$ cat config.mk
export PLATFORM = sky130hd
export DESIGN_NAME = bgpu_rst_sequencer
export DESIGN_NICKNAME = d
export VERILOG_FILES = /design/src/rtl/bgpu_rst_seq_pkg.sv /design/src/rtl/bgpu_rst_seq_sync.sv /design/src/rtl/bgpu_rst_sequencer.sv
export SDC_FILE = /design/constraint.sdc
export NUM_CORES = 1
export LEC_CHECK = 0
export CORE_AREA = 5 5 53 55
export CTS_CLUSTER_SIZE = 8
export DETAILED_ROUTE_END_ITERATION = 10
export DIE_AREA = 0 0 58 60
export GPL_ROUTABILITY_DRIVEN = 0
export GPL_TIMING_DRIVEN = 0
export PLACE_DENSITY = 0.71
export SETUP_SLACK_MARGIN = 0.1
export SLEW_MARGIN = 20
export SYNTH_ARGS = -nofsm -noshare
export SYNTH_HDL_FRONTEND = slang
export SYNTH_SLANG_ARGS = --single-unit
$ cat constraint.sdc
create_clock -name clk_i -period 2.09 [get_ports clk_i]
set_clock_uncertainty 0.15 [all_clocks]
set_input_delay 0.627 -clock clk_i [delete_from_list [all_inputs] [get_ports clk_i]]
set_output_delay 0.627 -clock clk_i [all_outputs]
set_load 0.02 [all_outputs]
$ cat src/rtl/bgpu_rst_seq_pkg.sv
// Shared types and helpers for the reset sequencer.
package bgpu_rst_seq_pkg;

  typedef enum logic [1:0] {
    StWait  = 2'd0,
    StHold  = 2'd1,
    StRun   = 2'd2,
    StFault = 2'd3
  } rst_seq_state_e;

  // Width of a counter that can hold every value 0..n.
  function automatic int unsigned stage_width(input int unsigned n);
    return $clog2(n + 1);
  endfunction

endpackage

$ cat src/rtl/bgpu_rst_seq_sync.sv
// Two-flop synchroniser bank for asynchronous status inputs.
module bgpu_rst_seq_sync #(
  parameter int unsigned Width = 1
) (
  input  logic             clk_i,
  input  logic             rst_i,
  input  logic [Width-1:0] d_i,
  output logic [Width-1:0] q_o
);

  logic [Width-1:0] meta_q;
  logic [Width-1:0] sync_q;

  always_ff @(posedge clk_i or posedge rst_i) begin
    if (rst_i) begin
      meta_q <= '0;
      sync_q <= '0;
    end else begin
      meta_q <= d_i;
      sync_q <= meta_q;
    end
  end

  assign q_o = sync_q;

endmodule

$ cat src/rtl/bgpu_rst_sequencer.sv
// Ordered reset release for NumDomains domains with readiness debounce and collapse handling.
// Optional stage timeout / FAULT state is enabled by defining BGPU_RST_SEQ_TIMEOUT_EN.
module bgpu_rst_sequencer
  import bgpu_rst_seq_pkg::*;
#(
  parameter int unsigned NumDomains    = 3,
  parameter int unsigned HoldCycles    = 16,
  parameter int unsigned TimeoutCycles = 1048576
) (
  input  logic                                clk_i,
  input  logic                                rst_i,
  input  logic                                req_rst_i,
  input  logic [NumDomains-1:0]               ready_i,
  output logic [NumDomains-1:0]               rst_no,
  output logic [stage_width(NumDomains)-1:0]  stage_o,
  output logic                                busy_o,
  output logic                                done_o,
  output logic                                timeout_o
);

  localparam int unsigned SW = stage_width(NumDomains);
  localparam int unsigned HW = (HoldCycles > 1) ? $clog2(HoldCycles) : 1;
  localparam logic [HW-1:0] HoldLast  = HW'(HoldCycles - 1);
  localparam logic [SW-1:0] LastStage = SW'(NumDomains - 1);

  logic [NumDomains-1:0] rdy;
  logic [(1<<SW)-1:0]    rdy_ext;
  logic                  rdy_cur;

  rst_seq_state_e        state_q, state_d;
  logic [SW-1:0]         stg_q, stg_d;
  logic [HW-1:0]         hcnt_q, hcnt_d;
  logic [NumDomains-1:0] rst_no_q, rst_no_d;
  logic                  busy_q, done_q;

  logic                  coll;
  logic [SW-1:0]         coll_idx;

  bgpu_rst_seq_sync #(
    .Width(NumDomains)
  ) u_sync (
    .clk_i(clk_i),
    .rst_i(rst_i),
    .d_i  (ready_i),
    .q_o  (rdy)
  );

  // Pad so indexing by stg_q is always in range, even at stg == NumDomains.
  always_comb begin
    rdy_ext = '0;
    rdy_ext[NumDomains-1:0] = rdy;
  end
  assign rdy_cur = rdy_ext[stg_q];

  // Lowest released domain that lost readiness; descending loop so the lowest index wins.
  always_comb begin
    coll     = 1'b0;
    coll_idx = '0;
    for (int k = NumDomains - 1; k >= 0; k--) begin
      if (rst_no_q[k] && !rdy[k]) begin
        coll     = 1'b1;
        coll_idx = SW'(k);
      end
    end
  end

`ifdef BGPU_RST_SEQ_TIMEOUT_EN
  localparam int unsigned TW = (TimeoutCycles > 1) ? $clog2(TimeoutCycles) : 1;
  localparam logic [TW-1:0] TcntLast = TW'(TimeoutCycles - 1);

  logic [TW-1:0] tcnt_q, tcnt_d;
  logic          timeout_q;
`endif

  always_comb begin
    state_d  = state_q;
    stg_d    = stg_q;
    hcnt_d   = hcnt_q;
    rst_no_d = rst_no_q;
`ifdef BGPU_RST_SEQ_TIMEOUT_EN
    tcnt_d   = tcnt_q;
`endif
    if (req_rst_i) begin
      state_d  = StWait;
      stg_d    = '0;
      hcnt_d   = '0;
      rst_no_d = '0;
`ifdef BGPU_RST_SEQ_TIMEOUT_EN
      tcnt_d   = '0;
`endif
    end else if (coll) begin
      state_d = StWait;
      stg_d   = coll_idx;
      hcnt_d  = '0;
      for (int k = 0; k < NumDomains; k++) begin
        if (SW'(k) >= coll_idx) rst_no_d[k] = 1'b0;
      end
`ifdef BGPU_RST_SEQ_TIMEOUT_EN
      tcnt_d  = '0;
`endif
    end else begin
      case (state_q)
        StWait: begin
          if (rdy_cur) begin
            state_d = StHold;
            hcnt_d  = '0;
          end
        end
        StHold: begin
          if (!rdy_cur) begin
            state_d = StWait;
            hcnt_d  = '0;
          end else if (hcnt_q == HoldLast) begin
            for (int k = 0; k < NumDomains; k++) begin
              if (SW'(k) == stg_q) rst_no_d[k] = 1'b1;
            end
            stg_d   = stg_q + 1'b1;
            hcnt_d  = '0;
            state_d = (stg_q == LastStage) ? StRun : StWait;
          end else begin
            hcnt_d = hcnt_q + 1'b1;
          end
        end
        default: ;
      endcase
`ifdef BGPU_RST_SEQ_TIMEOUT_EN
      // Timeout overrides any progress made by the same cycle.
      if (state_q == StWait || state_q == StHold) begin
        if (tcnt_q == TcntLast) begin
          state_d  = StFault;
          stg_d    = stg_q;
          hcnt_d   = '0;
          rst_no_d = '0;
        end else if (stg_d != stg_q) begin
          tcnt_d = '0;
        end else begin
          tcnt_d = tcnt_q + 1'b1;
        end
      end
`endif
    end
  end

  always_ff @(posedge clk_i or posedge rst_i) begin
    if (rst_i) begin
      state_q  <= StWait;
      stg_q    <= '0;
      hcnt_q   <= '0;
      rst_no_q <= '0;
      busy_q   <= 1'b1;
      done_q   <= 1'b0;
    end else begin
      state_q  <= state_d;
      stg_q    <= stg_d;
      hcnt_q   <= hcnt_d;
      rst_no_q <= rst_no_d;
      busy_q   <= (state_d == StWait) || (state_d == StHold);
      done_q   <= (state_d == StRun);
    end
  end

`ifdef BGPU_RST_SEQ_TIMEOUT_EN
  always_ff @(posedge clk_i or posedge rst_i) begin
    if (rst_i) begin
      tcnt_q    <= '0;
      timeout_q <= 1'b0;
    end else begin
      tcnt_q    <= tcnt_d;
      timeout_q <= (state_d == StFault);
    end
  end

  assign timeout_o = timeout_q;
`else
  logic unused_timeout_cfg;
  assign unused_timeout_cfg = ^TimeoutCycles;
  assign timeout_o = 1'b0;
`endif

  assign rst_no  = rst_no_q;
  assign stage_o = stg_q;
  assign busy_o  = busy_q;
  assign done_o  = done_q;

endmodule
==> run metrics, run 1 <==
outcome finished clean; Final HPWL DP 1340 um; CTS tree built; area of the multi-input gates 428 um2; net switching power figure 0.144 mW; Switching Share 0.235; crit start category register; Hold Vio Cnt, Final 0; power per cell area 544 nW/um2; Total Wirelength 1900 um; CTS buffer count 3; Root Buffer clkbuf_4; Reg area 478 um2; Top delay family on crit path flip-flops; Iter 0 DRT Violations 22; H-tree depth 1; Port-buffer cells 12; clk slew on worst S/H paths 0.11 ns; first-pass GRT wire length 3330 um; worst vdd ir 0.408 mV; sequential share of the synthesized area 0.501; Min Clock Period, post-route 1.93 ns; Pint 0.469 mW; layout cells sized above 1 0.125; DR vias/cell 5.40; slew of the pin with the lowest slew margin 0.714 ns; WL/cell 14.2 um; die area 3480 um2; crit-path max FO 1; clk_lat worst skew 0.30 ns; top cell type's share of synthesized area 0.474; Peak Freq 517 MHz; critical path type register to primary output; Crit-path slowest cell dfstp_2; total power 0.613 mW; DRC violations left 0; WP buf/inv 1; Logic pwr share 0.074; synth top area cells dfrtp_1 47%, ha_1 5.3%, nor2_1 3.6%; Post-CTS Hold Fix Bufs 0; Post-Syn Area 951 um2; register bit total from synthesis 19; sequential share of power 0.623; Post-CTS Setup Inserts 0; min-delay worst type register to register; CP Cell Sequence dlygate4sd2_1; Rel. slew slack 0.524; final period utilization 0.925; vias in the first global route 739; synth unique cells 36; Synth-to-Final Area Change 18.6%; Overflow after GRT 0; CP Data Required Time 1.31 ns; Clock Sinks 19; setup tns final 0 ns; Antenna Nets Post-Route 0; cell taking the most area after synthesis dfrtp_1; Inserted Diodes 0; Syn Area/Cell 10.8 um2; Worst EP arrival 1.16 ns; Core ar. 2340 um2; setup slack, reg-to-reg 0.34 ns; layout net count 115; syn nets 98; routed vias 724; row cnt 18; yosys synthesis warning count 0; Die H 60 um; Longest Clk Path Bufs 2; clock power share 0.303; Post-synth EDFFs 0; die width 58 um; Syn Inst Count 88; largest net degree at the start of global routing 20; Total GRT Usage 0.128; Initial Utilization 0.406; count of final setup violators 0; ys async rst share 1.00; CP peak stage delay 0.53 ns; I/O pin count 14; iteration count of the initial detailed-routing pass 4; max-cap violations 0; Fillers 231; Top FF cell, synth dfrtp_1; Crit. End Element primary output; initial antenna violation count 0; RSZ-0062 raised after global routing false; Leakage 0.522 nW; final slew viol count 0
metal layers:
metal	vias to the layer above	global-route usage	share of wire
li1	347	-	-
met4	0	0.0828	0.016
met3	4	0.0259	0.047
met5	-	0	0
met1	353	0.155	0.45
met2	20	0.206	0.49
layout make-up:
class	instances	share of cell area
clock buffer	4	0.0233
buffer	2	0.0244
timing repair buffer	12	0.0988
sequential	19	0.424
inverter	5	0.0166
tap	30	0.0333
multi-input combinational	62	0.380
worst paths after layout:
| kind | from | end | cells after the start |
|---|---|---|---|
| worst max-delay path | busy_o | busy_o | 1 |
| worst min-delay path | u_sync.meta_q[2] | u_sync.q_o[2] | 0 |
| worst max register to register | hcnt_q[0] | rst_no[2] | 5 |
| worst min register to register | u_sync.meta_q[2] | u_sync.q_o[2] | 0 |
| max in group asynchronous | rst_i | stage_o[1] | 2 |
| min in group asynchronous | rst_i | state_q[0] | 2 |
cells in the mapped netlist (2+ instances only):
master / count
nor2b_1: 3
nand2b_1: 2
nand3_1: 5
inv_1: 5
nand2_1: 5
dfrtp_1: 18
ha_1: 4
o21ai_1: 2
a32oi_1: 3
a221o_1: 2
nor2_1: 9
o21a_1: 3
a21oi_1: 4
power by group through the flow:
stage	Clock, mW	Combinational, mW	Sequential, mW
detailed placement	0	0.0455	0.389
finish	0.186	0.0452	0.382
global route	0.214	0.0502	0.383
global placement	0	0.0441	0.388
CTS	0.193	0.0456	0.382
floorplan	0	0.0288	0.387
flip-flops by register name, summed over array words and instances, names as in the netlist:
name	count
u_sync.meta_q	3
rst_no	3
u_sync.q_o	3
done_o	1
state_q	2
stage_o	2
busy_o	1
hcnt_q	4
cells in the final DEF, fill, tap and decap left out, drive strengths merged, types with 3 or more instances in the layout:
master | Yosys | layout
a21oi | 4 | 4
a32oi | 3 | 3
clkbuf | 0 | 4
clkdlybuf4s50 | 0 | 5
dfrtp | 18 | 18
dlygate4sd2 | 0 | 7
ha | 4 | 4
inv | 5 | 5
nand2 | 5 | 5
nand2b | 3 | 3
nand3 | 5 | 5
nor2 | 9 | 9
nor2b | 3 | 3
o21a | 3 | 3
o21ai | 3 | 3
per-stage QoR:
step	area (um2)	hold WS [ns]	instances	setup slack, ns	util
after detailed placement	1110	0.190	130	0.0184	0.473
after global routing	1130	0.225	134	0.114	0.481
after CTS	1130	0.214	134	0.144	0.481
after floorplan	951	0.181	88	0.478	-
after global placement	1110	0.183	130	0.0491	0.473
final	1130	0.210	134	0.157	0.481
logic make-up (layout without fill, tap and decap cells):
kind of cell	after synthesis	count (layout)	share of synthesized area
flops	19	19	0.501
compound gates	24	24	0.196
simple gates	31	31	0.175
buf+inv	7	23	0.0487
mux	2	2	0.0224
other cells	1	1	0.00394
fa+ha+maj	4	4	0.0526
repair_timing:
| action | in CTS | in global routing |
|---|---|---|
| cloned | 0 | 0 |
| resized for setup | 7 | 1 |
| setup endpoints to repair | 7 | 1 |
(Power assumes the default switching activity.)
==> run 2: changes to the inputs <==
Settings changed: CAP_MARGIN set to 20, CELL_PAD_IN_SITES_DETAIL_PLACEMENT set to 1, CELL_PAD_IN_SITES_GLOBAL_PLACEMENT set to 1, CORE_AREA 5 5 53 55 to 5 5 55 57, DIE_AREA 0 0 58 60 to 0 0 60 62, PLACE_DENSITY 0.71 to 0.79.
==> run 2 against run 1 <==
Net effect:
- sequential cell count is the same
- critical path type unchanged
- global-route usage grew 0.15 points
- combinational power shrank 0.9%
- cell count is the same
- utilization shrank 1.7 points
- clock power is essentially flat
- routed wire length grew 2.0%
- non-clock buffer count is the same
- die area grew 6.9%
==> run metrics, run 2 (synthesis gave the netlist of run 1 again) <==
net switching power figure 0.145 mW (+0.89%); layout net count 115 (unchanged); iteration count of the initial detailed-routing pass 4 (unchanged); WL/cell 14.5 um (+2.0%); Clock Sinks 19 (unchanged); Hold Vio Cnt, Final 0 (unchanged); commonest cells after routing, fill and taps aside 17 x dfrtp_1, 9 x nor2_1, 6 x dlygate4sd2_1; placed cell count 130 (unchanged); Pint 0.469 mW (about the same); Switching Share 0.236 (+0.00169); slew of the pin with the lowest slew margin 0.708 ns (-0.00562 ns); Leakage 0.524 nW (+0.43%); Logic pwr share 0.073 (about the same); clk_lat worst skew 0.29 ns (about the same); post-cts sizing count 7 (unchanged); Total Wirelength 1940 um (+2.0%); max-cap violations 0 (unchanged); Top delay family on crit path flip-flops; clock power share 0.306 (+0.003); Crit. End Element primary output; final non-filler cell total 134 (unchanged); DR vias/cell 5.24 (-3.0%); CP peak stage delay 0.54 ns (about the same); Overflow after GRT 0 (unchanged); Iter 0 DRT Violations 13 (-41%); Post-CTS Hold Fix Bufs 0 (unchanged); outcome finished clean; Antenna Nets Post-Route 0 (unchanged); routed vias 702 (-3.0%); Initial Utilization 0.391 (-0.0150); Final HPWL DP 1490 um (+11%); initial antenna violation count 0 (unchanged); Min Clock Period, post-route 1.90 ns (-0.0324 ns); CTS tree built; count of final setup violators 0 (unchanged); CP Cell Sequence clkdlybuf4s15_1; crit start category register; critical path type register to primary output; Reg with most FFs hcnt_q; CP Data Required Time 1.31 ns (about the same); Die H 62 um (+3.3%); Post-CTS Setup Inserts 0 (unchanged); worst vdd ir 0.423 mV (+3.6%); Fillers 281 (+22%); CTS buffer count 3 (unchanged); I/O pin count 14 (unchanged); Root Buffer clkbuf_4; RSZ-0062 raised after global routing false; max FFs per register 4 (unchanged); crit-path max FO 1 (unchanged); Rel. slew slack 0.527 (+0.00375); largest net degree at the start of global routing 20 (unchanged); setup tns final 0 ns (unchanged); Peak Freq 526 MHz (+1.7%); Longest Clk Path Bufs 2 (unchanged); first-pass GRT wire length 3550 um (+6.9%); Total GRT Usage 0.129 (+0.00152); Crit-path slowest cell dfstp_2; WP buf/inv 1 (unchanged); row cnt 18 (unchanged); Port-buffer cells 12 (unchanged); sequential share of power 0.621 (-0.002); final slew viol count 0 (unchanged); Synth-to-Final Area Change 18.7%; final period utilization 0.909 (-0.0155); clk slew on worst S/H paths 0.11 ns (about the same); most common cell after layout, fill and taps aside dfrtp_1; vias in the first global route 784 (+6.1%); H-tree depth 1 (unchanged); power per cell area 544 nW/um2 (about the same); Core ar. 2430 um2 (+3.8%); Worst EP arrival 1.12 ns (-0.04 ns); min-delay worst type register to register; DRC violations left 0 (unchanged); die width 60 um (+3.4%); layout cells sized above 1 0.125 (unchanged); Inserted Diodes 0 (unchanged); die area 3720 um2 (+6.9%)
==> run 2: changes by cell type in the layout (fill, tap and decap cells not counted), sizes merged <==
| cell | previous run | this run |
|---|---|---|
| clkdlybuf4s15 | 0 | 1 |
| dlygate4sd2 | 7 | 6 |
==> run 2: worst paths after layout <==
kind | endpoint | depth (start not counted) | from | slack (ns)
max in group asynchronous | stage_o[1] | 2 | rst_i | 0.72
min in group asynchronous | hcnt_q[0] | 2 | rst_i | 0.58
worst min register to register | u_sync.q_o[0] | 0 | u_sync.meta_q[0] | 0.21
worst max register to register | stage_o[1] | 5 | hcnt_q[0] | 0.34
worst max-delay path | busy_o | 1 | busy_o | 0.19
worst min-delay path | u_sync.q_o[0] | 0 | u_sync.meta_q[0] | 0.21
==> run 2: power groups by stage <==
stage	clock network (mW)	logic, mW	registers, mW
floorplan	0	0.0288	0.387
global placement	0	0.0449	0.389
detailed placement	0	0.0460	0.389
CTS	0.192	0.0462	0.382
global route	0.214	0.0504	0.383
finish	0.188	0.0448	0.382
==> run 2: layer usage <==
layer / track usage / vias to the layer above / wire length (um)
li1: - / 347 / -
met1: 0.154 / 345 / 844
met2: 0.225 / 8 / 1000
met3: 0.0331 / 2 / 77
met4: 0.0475 / 0 / 13
met5: 0 / - / 0
==> run 2: per-stage QoR <==
step	setup slack [ns]	hold WS, ns	utilization	power, mW	cell area (um2)
after floorplan	0.478	0.181	-	0.416	951
after global placement	0.0255	0.184	0.456	0.433	1110
after detailed placement	0.000515	0.186	0.456	0.435	1110
after CTS	0.148	0.211	0.463	0.620	1130
after global routing	0.127	0.223	0.464	0.648	1130
final	0.189	0.208	0.464	0.614	1130
==> run 2: layout make-up <==
class | count | area [um2] | share of cell area
tap | 30 | 37.5 | 0.0333
clock buffer | 4 | 26.3 | 0.0233
multi-input combinational | 62 | 428 | 0.379
buffer | 2 | 27.5 | 0.0244
inverter | 5 | 18.8 | 0.0166
sequential | 19 | 478 | 0.424
timing repair buffer | 12 | 113 | 0.0998
==> run 3: changes to the inputs <==
Settings changed: HOLD_SLACK_MARGIN set to 0.05, MAX_ROUTING_LAYER set to met4.
==> run 3 against run 2 <==
Net effect:
- critical path depth unchanged
- combinational power about the same
- worst setup slack got worse by 0.0047 ns
- routed wire length is 0.62% higher
- worst hold slack is essentially flat
- power about the same
- sequential cell count is the same
==> run metrics, run 3 (synthesis gave the netlist of run 1 again) <==
outcome finished clean; DRC violations left 0 (unchanged); Inserted Diodes 0 (unchanged); Total GRT Usage 0.133 (+0.00408); die width 60 um (unchanged); Port-buffer cells 12 (unchanged); DR vias/cell 5.27 (+0.57%); Core ar. 2430 um2 (unchanged); iteration count of the initial detailed-routing pass 4 (unchanged); Root Buffer clkbuf_4; vias in the first global route 784 (unchanged); slew of the pin with the lowest slew margin 0.721 ns (+0.0131 ns); power per cell area 545 nW/um2 (about the same); sequential share of power 0.621 (about the same); net switching power figure 0.146 mW (+0.37%); Final HPWL DP 1490 um (unchanged); min-delay worst type register to register; CTS tree built; row cnt 18 (unchanged); CP peak stage delay 0.54 ns (about the same); clock power share 0.306 (about the same); worst vdd ir 0.424 mV (+0.19%); Logic pwr share 0.073 (about the same); CP Data Required Time 1.31 ns (about the same); critical path type register to primary output; first-pass GRT wire length 3560 um (+0.20%); area of the multi-input gates 428 um2 (unchanged); Overflow after GRT 0 (unchanged); layout net count 115 (unchanged); Post-CTS Setup Inserts 0 (unchanged); WP buf/inv 1 (unchanged); WL/cell 14.6 um (+0.62%); Iter 0 DRT Violations 12 (-1); final period utilization 0.912 (+0.00223); cell area after layout 1130 um2 (unchanged); layout cells sized above 1 0.125 (unchanged); most common cell after layout, fill and taps aside dfrtp_1; max FFs per register 4 (unchanged); crit-path max FO 1 (unchanged); die area 3720 um2 (unchanged); Reg with most FFs hcnt_q; clk slew on worst S/H paths 0.12 ns (about the same); Peak Freq 525 MHz (-0.24%); clk_lat worst skew 0.29 ns (about the same); Min Clock Period, post-route 1.91 ns (+0.00467 ns); final non-filler cell total 134 (unchanged); placed cell count 130 (unchanged); CP Cell Sequence clkdlybuf4s15_1; setup tns final 0 ns (unchanged); Crit-path slowest cell dfstp_2; initial antenna violation count 0 (unchanged); Switching Share 0.237 (+0.000659); total power 0.615 mW (about the same); final slew viol count 0 (unchanged); Fillers 281 (unchanged); crit start category register; Cell Area, Placed 1110 um2 (unchanged); max-cap violations 0 (unchanged); largest net degree at the start of global routing 20 (unchanged); Leakage 0.524 nW (unchanged); CTS buffer count 3 (unchanged); Reg area 478 um2 (unchanged); Top delay family on crit path flip-flops; hold_ws 0.208 ns (+0.0000270 ns); Synth-to-Final Area Change 18.7% (unchanged); Rel. slew slack 0.519 (-0.00872); count of final setup violators 0 (unchanged); I/O pin count 14 (unchanged); Die H 62 um (unchanged); Pint 0.469 mW (about the same); Clock Sinks 19 (unchanged); H-tree depth 1 (unchanged); Longest Clk Path Bufs 2 (unchanged); routed vias 706 (+0.57%); Total Wirelength 1950 um (+0.62%); Worst EP arrival 1.13 ns (about the same); RSZ-0062 raised after global routing false; Crit. End Element primary output; Initial Utilization 0.391 (unchanged); Antenna Nets Post-Route 0 (unchanged); commonest cells after routing, fill and taps aside 17 x dfrtp_1, 9 x nor2_1, 6 x dlygate4sd2_1; Hold Vio Cnt, Final 0 (unchanged)
run 3: cell counts in the layout (fill, tap and decap cells not counted):
Identical to the previous run, type by type.
run 3: power by group through the flow:
stage	logic (mW)	clock network, mW	registers, mW
6_report	0.0450	0.188	0.382
5_1_grt	0.0504	0.214	0.383
4_1_cts	0.0462	0.192	0.382
3_5_place_dp	0.0460	0	0.389
3_3_place_gp	0.0449	0	0.389
2_1_floorplan	0.0288	0	0.387
run 3: what timing repair did:
item,in CTS,in global routing
resized for setup,7,2
setup endpoints to repair,7,2
gates cloned,0,0
hold buffers,0,0
run 3: path summary, 6_finish.rpt:
kind / startpoint / endpoint / slack (ns) / depth (start not counted)
worst max-delay path: busy_o / busy_o / 0.18 / 1
worst min register to register: u_sync.meta_q[0] / u_sync.q_o[0] / 0.21 / 0
max in group asynchronous: rst_i / stage_o[1] / 0.70 / 2
worst min-delay path: u_sync.meta_q[0] / u_sync.q_o[0] / 0.21 / 0
min in group asynchronous: rst_i / hcnt_q[0] / 0.59 / 2
worst max register to register: hcnt_q[0] / stage_o[1] / 0.33 / 5
run 3: through the flow:
step / util / setup slack [ns]
floorplan: - / 0.478
global placement: 0.456 / 0.0255
detailed placement: 0.456 / 0.000515
CTS: 0.463 / 0.148
global route: 0.464 / 0.131
finish: 0.464 / 0.185
run 3: metal layers:
layer	routed length, um	vias up	GRT usage
li1	-	347	-
met1	867	349	0.157
met2	1010	8	0.225
met3	62	2	0.0289
met4	9	0	0.0475
met5	0	-	-
run 3: layout make-up:
class | instances | area share
plain buffers | 2 | 0.0244
flip-flops and latches | 19 | 0.424
clock buffers | 4 | 0.0233
repair buffers | 12 | 0.0998
multi-input cells | 62 | 0.379
well taps | 30 | 0.0333
inverters | 5 | 0.0166
==> RTL edit 1 (config.mk and constraints of run 1) <==
`NumDomains`: 3 -> 5.
--- a/src/rtl/bgpu_rst_sequencer.sv
+++ b/src/rtl/bgpu_rst_sequencer.sv
@@ -3,7 +3,7 @@
 module bgpu_rst_sequencer
   import bgpu_rst_seq_pkg::*;
 #(
-  parameter int unsigned NumDomains    = 3,
+  parameter int unsigned NumDomains    = 5,
   parameter int unsigned HoldCycles    = 16,
   parameter int unsigned TimeoutCycles = 1048576
 ) (
Ports: changed (resized ready_i, rst_no and stage_o); port bits go from 14 to 19. The function was not compared with the original's and may differ.
==> RTL edit 1 against run 1 <==
- via count rose by 30%
- first-iteration DRC count rose by 9.1%
- area after synthesis rose by 32%
- final area rose by 41%
- critical path type unchanged
- largest cell class unchanged
- power rose by 56%
- wire length rose by 26%
- setup slack improved by 1.1 ps
- sequential cell count rose by 7
==> RTL edit 1: results (changes against run 1) <==
Worst setup path
  • Reg2Reg Capture Point: stage_o[1] (was rst_no[2])
  • R2r startpoint: stage_o[0] (was hcnt_q[0])
  • R2r setup slk: 170 ps (was 340 ps)
  • R2R depth: 7 (was 5)

Clocking
  • Reg clk slew, reported paths: 140 ps (was 110 ps)
  • Clk_lat worst skew: 320 ps (was 300 ps)
  • CTS Sinks: 26 (was 19)

Logic synthesis
  • Proportion of synthesized area in mux cells: 1.59% (was 2.24%)
  • Post-synthesis adder-cell area fraction: 5.98% (was 5.26%)
  • Mapped Nets: 127 (was 98)
  • Syn Inst Count: 113 (was 88)
  • Largest cells by area after synthesis: dfrtp_1, ha_1, inv_1, nand2b_1, a21oi_1 (was dfrtp_1, ha_1, nor2_1, dfstp_2, a32oi_1)
  • Synth Cell Area: 1260 µm² (was 951 µm²)
  • Register area share after synthesis: 51.9% (was 50.1%)
  • Synth Area in Compound Gates: 13.5% (was 19.6%)
  • Commonest cells post-synth: dfrtp_1, inv_1, a21oi_1 (was dfrtp_1, nor2_1, inv_1, nand2_1, nand3_1)
  • Post-synth cell types: 39 (was 36)

Power
  • Max IR drop VDD: 0.485 mV (was 0.408 mV)
  • Lkg Pwr: 0.756 nW (was 0.522 nW)
  • Combinational share of power: 9.2% (was 7.4%)
  • Clk network pwr share: 35.6% (was 30.3%)
  • Sw Ratio: 20.8% (was 23.5%)

STA
  • Min Clock Period, post-route: 1930 ps (about the same)
  • Slew @ Worst Pin: 946 ps (was 714 ps)

Placement
  • Post-Place Worst Slack: -316 ps (was 18.4 ps)
  • Cell count after placement: 160 (was 130)
  • I/O Buffers: 17 (was 12)
  • Placed inst area: 1460 µm² (was 1110 µm²)
  • Dpl hpwl: 1.73 mm (was 1.34 mm)

Final layout
  • Clkbuf count: 3 (was 4)
  • Footprint of the multi-input gates: 581 µm² (was 428 µm²)
  • Fill cell count: 198 (was 231)
  • Non-clock buffers: 25 (was 14)
  • Final #Nets: 154 (was 115)
  • Clk cell area share: 3.31% (was 2.33%)
  • Final std cells w/o fill: 169 (was 134)
  • Multi-input comb cells: 73 (was 62)
  • Register area: 654 µm² (was 478 µm²)
  • Non-clk buf share: 13.9% (was 12.3%)
  • Share of cells above drive strength 1: 21.6% (was 12.5%)
  • Inverter count: 11 (was 5)
  • Multi-input gate share of total cell area: 36.6% (was 38.0%)

Min path
  • HP Start: u_sync.meta_q[4] (was u_sync.meta_q[2])
  • Hold path endpoint: u_sync.q_o[4] (was u_sync.q_o[2])

Drt
  • Wire per inst: 14.2 µm (about the same)
  • Vias: 938 (was 724)
  • Initial DRC count: 24 (was 22)

Global routing
  • First-pass GRT wire length: 4.20 mm (was 3.33 mm)
  • Gr usage total: 15.9% (was 12.8%)
  • Pin count of the biggest net entering global routing: 27 (was 20)
  • Vias in the first global route: 1,026 (was 739)

Run status
  • Status: complete, no violations (unchanged)
-- RTL edit 1: cell count changes in the layout (fill, tap and decap cells not counted), moves of 3 or more --
cell / before / now
dfrtp_1: 17 / 23
nand2_1: 5 / 2
nor2_1: 9 / 6
nor3_1: 1 / 4
inv_1: 5 / 10
a21oi_1: 4 / 7
nand2b_1: 2 / 6
buf_4: 1 / 6
-- RTL edit 1: repair_timing --
item	4_1_cts	5_1_grt
gates resized for setup	15	7
setup buffers	1	4
pin swaps	0	0
cloned	0	0
setup endpoints to repair	13	11
-- RTL edit 1: layer usage --
metal  wire (µm)  vias to the layer above  share of wire [%]  track usage [%]
met1        1070                      464                 45             18.5
met4          34                        0                1.4             7.95
met3         107                        4                4.5             2.81
met5           0                        -                  0                0
met2        1190                       21                 50             28.1
li1            -                      449                  -                -
-- RTL edit 1: through the flow --
step	hold slack, ps	total power, mW
finish	211	0.954
global route	237	1.00
CTS	221	0.960
detailed placement	188	0.609
global placement	183	0.606
floorplan	181	0.580
==> RTL edit 2 (config.mk and constraints of run 1) <==
Made on the original files. The 4 states of `rst_seq_state_e` get a one-hot encoding in 4 bits.
--- a/src/rtl/bgpu_rst_seq_pkg.sv
+++ b/src/rtl/bgpu_rst_seq_pkg.sv
@@ -1,11 +1,11 @@
 // Shared types and helpers for the reset sequencer.
 package bgpu_rst_seq_pkg;
 
-  typedef enum logic [1:0] {
-    StWait  = 2'd0,
-    StHold  = 2'd1,
-    StRun   = 2'd2,
-    StFault = 2'd3
+  typedef enum logic [3:0] {
+    StWait  = 4'b0001,
+    StHold  = 4'b0010,
+    StRun   = 4'b0100,
+    StFault = 4'b1000
   } rst_seq_state_e;
 
   // Width of a counter that can hold every value 0..n.
Function: same outputs for any inputs over 10 cycles, from zero or initial values and one cycle with rst_i high; not proved beyond that.
==> RTL edit 2 against run 1 <==
- worst hold slack improved by 2.6 ps
- global-route usage rose by 0.80 points
- via count rose by 3.5%
- final area rose by 12%
- fmax rose by 0.59%
- first-iteration DRC count did not move
- critical endpoint unchanged
- sequential power rose by 14%
- power rose by 17%
- sequential cell count rose by 2
- synthesized cell count rose by 6.8%
- setup slack improved by 11 ps
- largest cell class unchanged
- wire length rose by 6.0%
- area after synthesis rose by 11%
==> RTL edit 2: results (changes against run 1) <==
Global routing
  • GRT met3 Usage: 2.16% (was 2.59%)
  • Pin count of the biggest net entering global routing: 22 (was 20)
  • Vias in the first global route: 775 (was 739)
  • Met2 Use GR: 23.4% (was 20.6%)
  • Met1 Usage GRT: 16.1% (was 15.5%)
  • Gr usage total: 13.6% (was 12.8%)

Drt
  • Vias: 749 (was 724)
  • Met3 WL: 51 µm (was 89 µm)
  • Wire per inst: 14.3 µm (was 14.2 µm)
  • Met2 WL post-DR: 1.03 mm (was 923 µm)

STA
  • Slew @ Worst Pin: 769 ps (was 714 ps)
  • Period utilisation layout: 92.0% (was 92.5%)

Power
  • Clk network pwr share: 27.3% (was 30.3%)
  • Max IR drop VDD: 0.457 mV (was 0.408 mV)

Logic synthesis
  • Post-synthesis adder-cell area fraction: 4.73% (was 5.26%)
  • Synth Area in Compound Gates: 21.2% (was 19.6%)
  • Register area share after synthesis: 49.9% (was 50.1%)
  • Proportion of synthesized area in mux cells: 2.84% (was 2.24%)
  • Post-synth cell types: 37 (was 36)

Run status
  • Status: complete, no violations (unchanged)

Worst setup path
  • R2r setup slk: 230 ps (was 340 ps)
  • Reg2Reg Capture Point: stage_o[0] (was rst_no[2])
  • CP Data Arrival Time: 1140 ps (was 1160 ps)
  • R2R depth: 6 (was 5)

Final layout
  • Share of cells above drive strength 1: 16.2% (was 12.5%)
  • Fill cell count: 222 (was 231)
  • Final #Nets: 122 (was 115)
RTL edit 2: cell types whose count changed after synthesis, sizes merged, moves of 3 or more:
cell and delta:
o21a -3, nor2 -4, a32oi -3, nand3 -4, o21ai +3
RTL edit 2: through the flow:
step	hold WS [ps]	instances	TNS [ps]	area [µm²]	power (mW)
3_5_place_dp	185	136	-1410	1220	0.524
6_report	212	141	0	1260	0.716
5_1_grt	227	141	0	1260	0.750
3_3_place_gp	184	136	-1340	1220	0.521
4_1_cts	213	140	0	1250	0.724
2_1_floorplan	181	94	0	1060	0.495
RTL edit 2: final cells by class:
type | instances | area share (%)
clock inverter | 1 | 0.396
multi-input combinational | 64 | 39.7
sequential | 21 | 41.9
tap | 30 | 2.97
inverter | 7 | 2.08
timing repair buffer | 13 | 9.61
clock buffer | 3 | 1.78
buffer | 2 | 1.49
RTL edit 2: what timing repair did:
item | 4_1_cts | 5_1_grt
pin swaps | 3 | 2
setup endpoints to repair | 11 | 2
setup buffers | 0 | 1
resized for setup | 10 | 1
gates cloned | 0 | 0
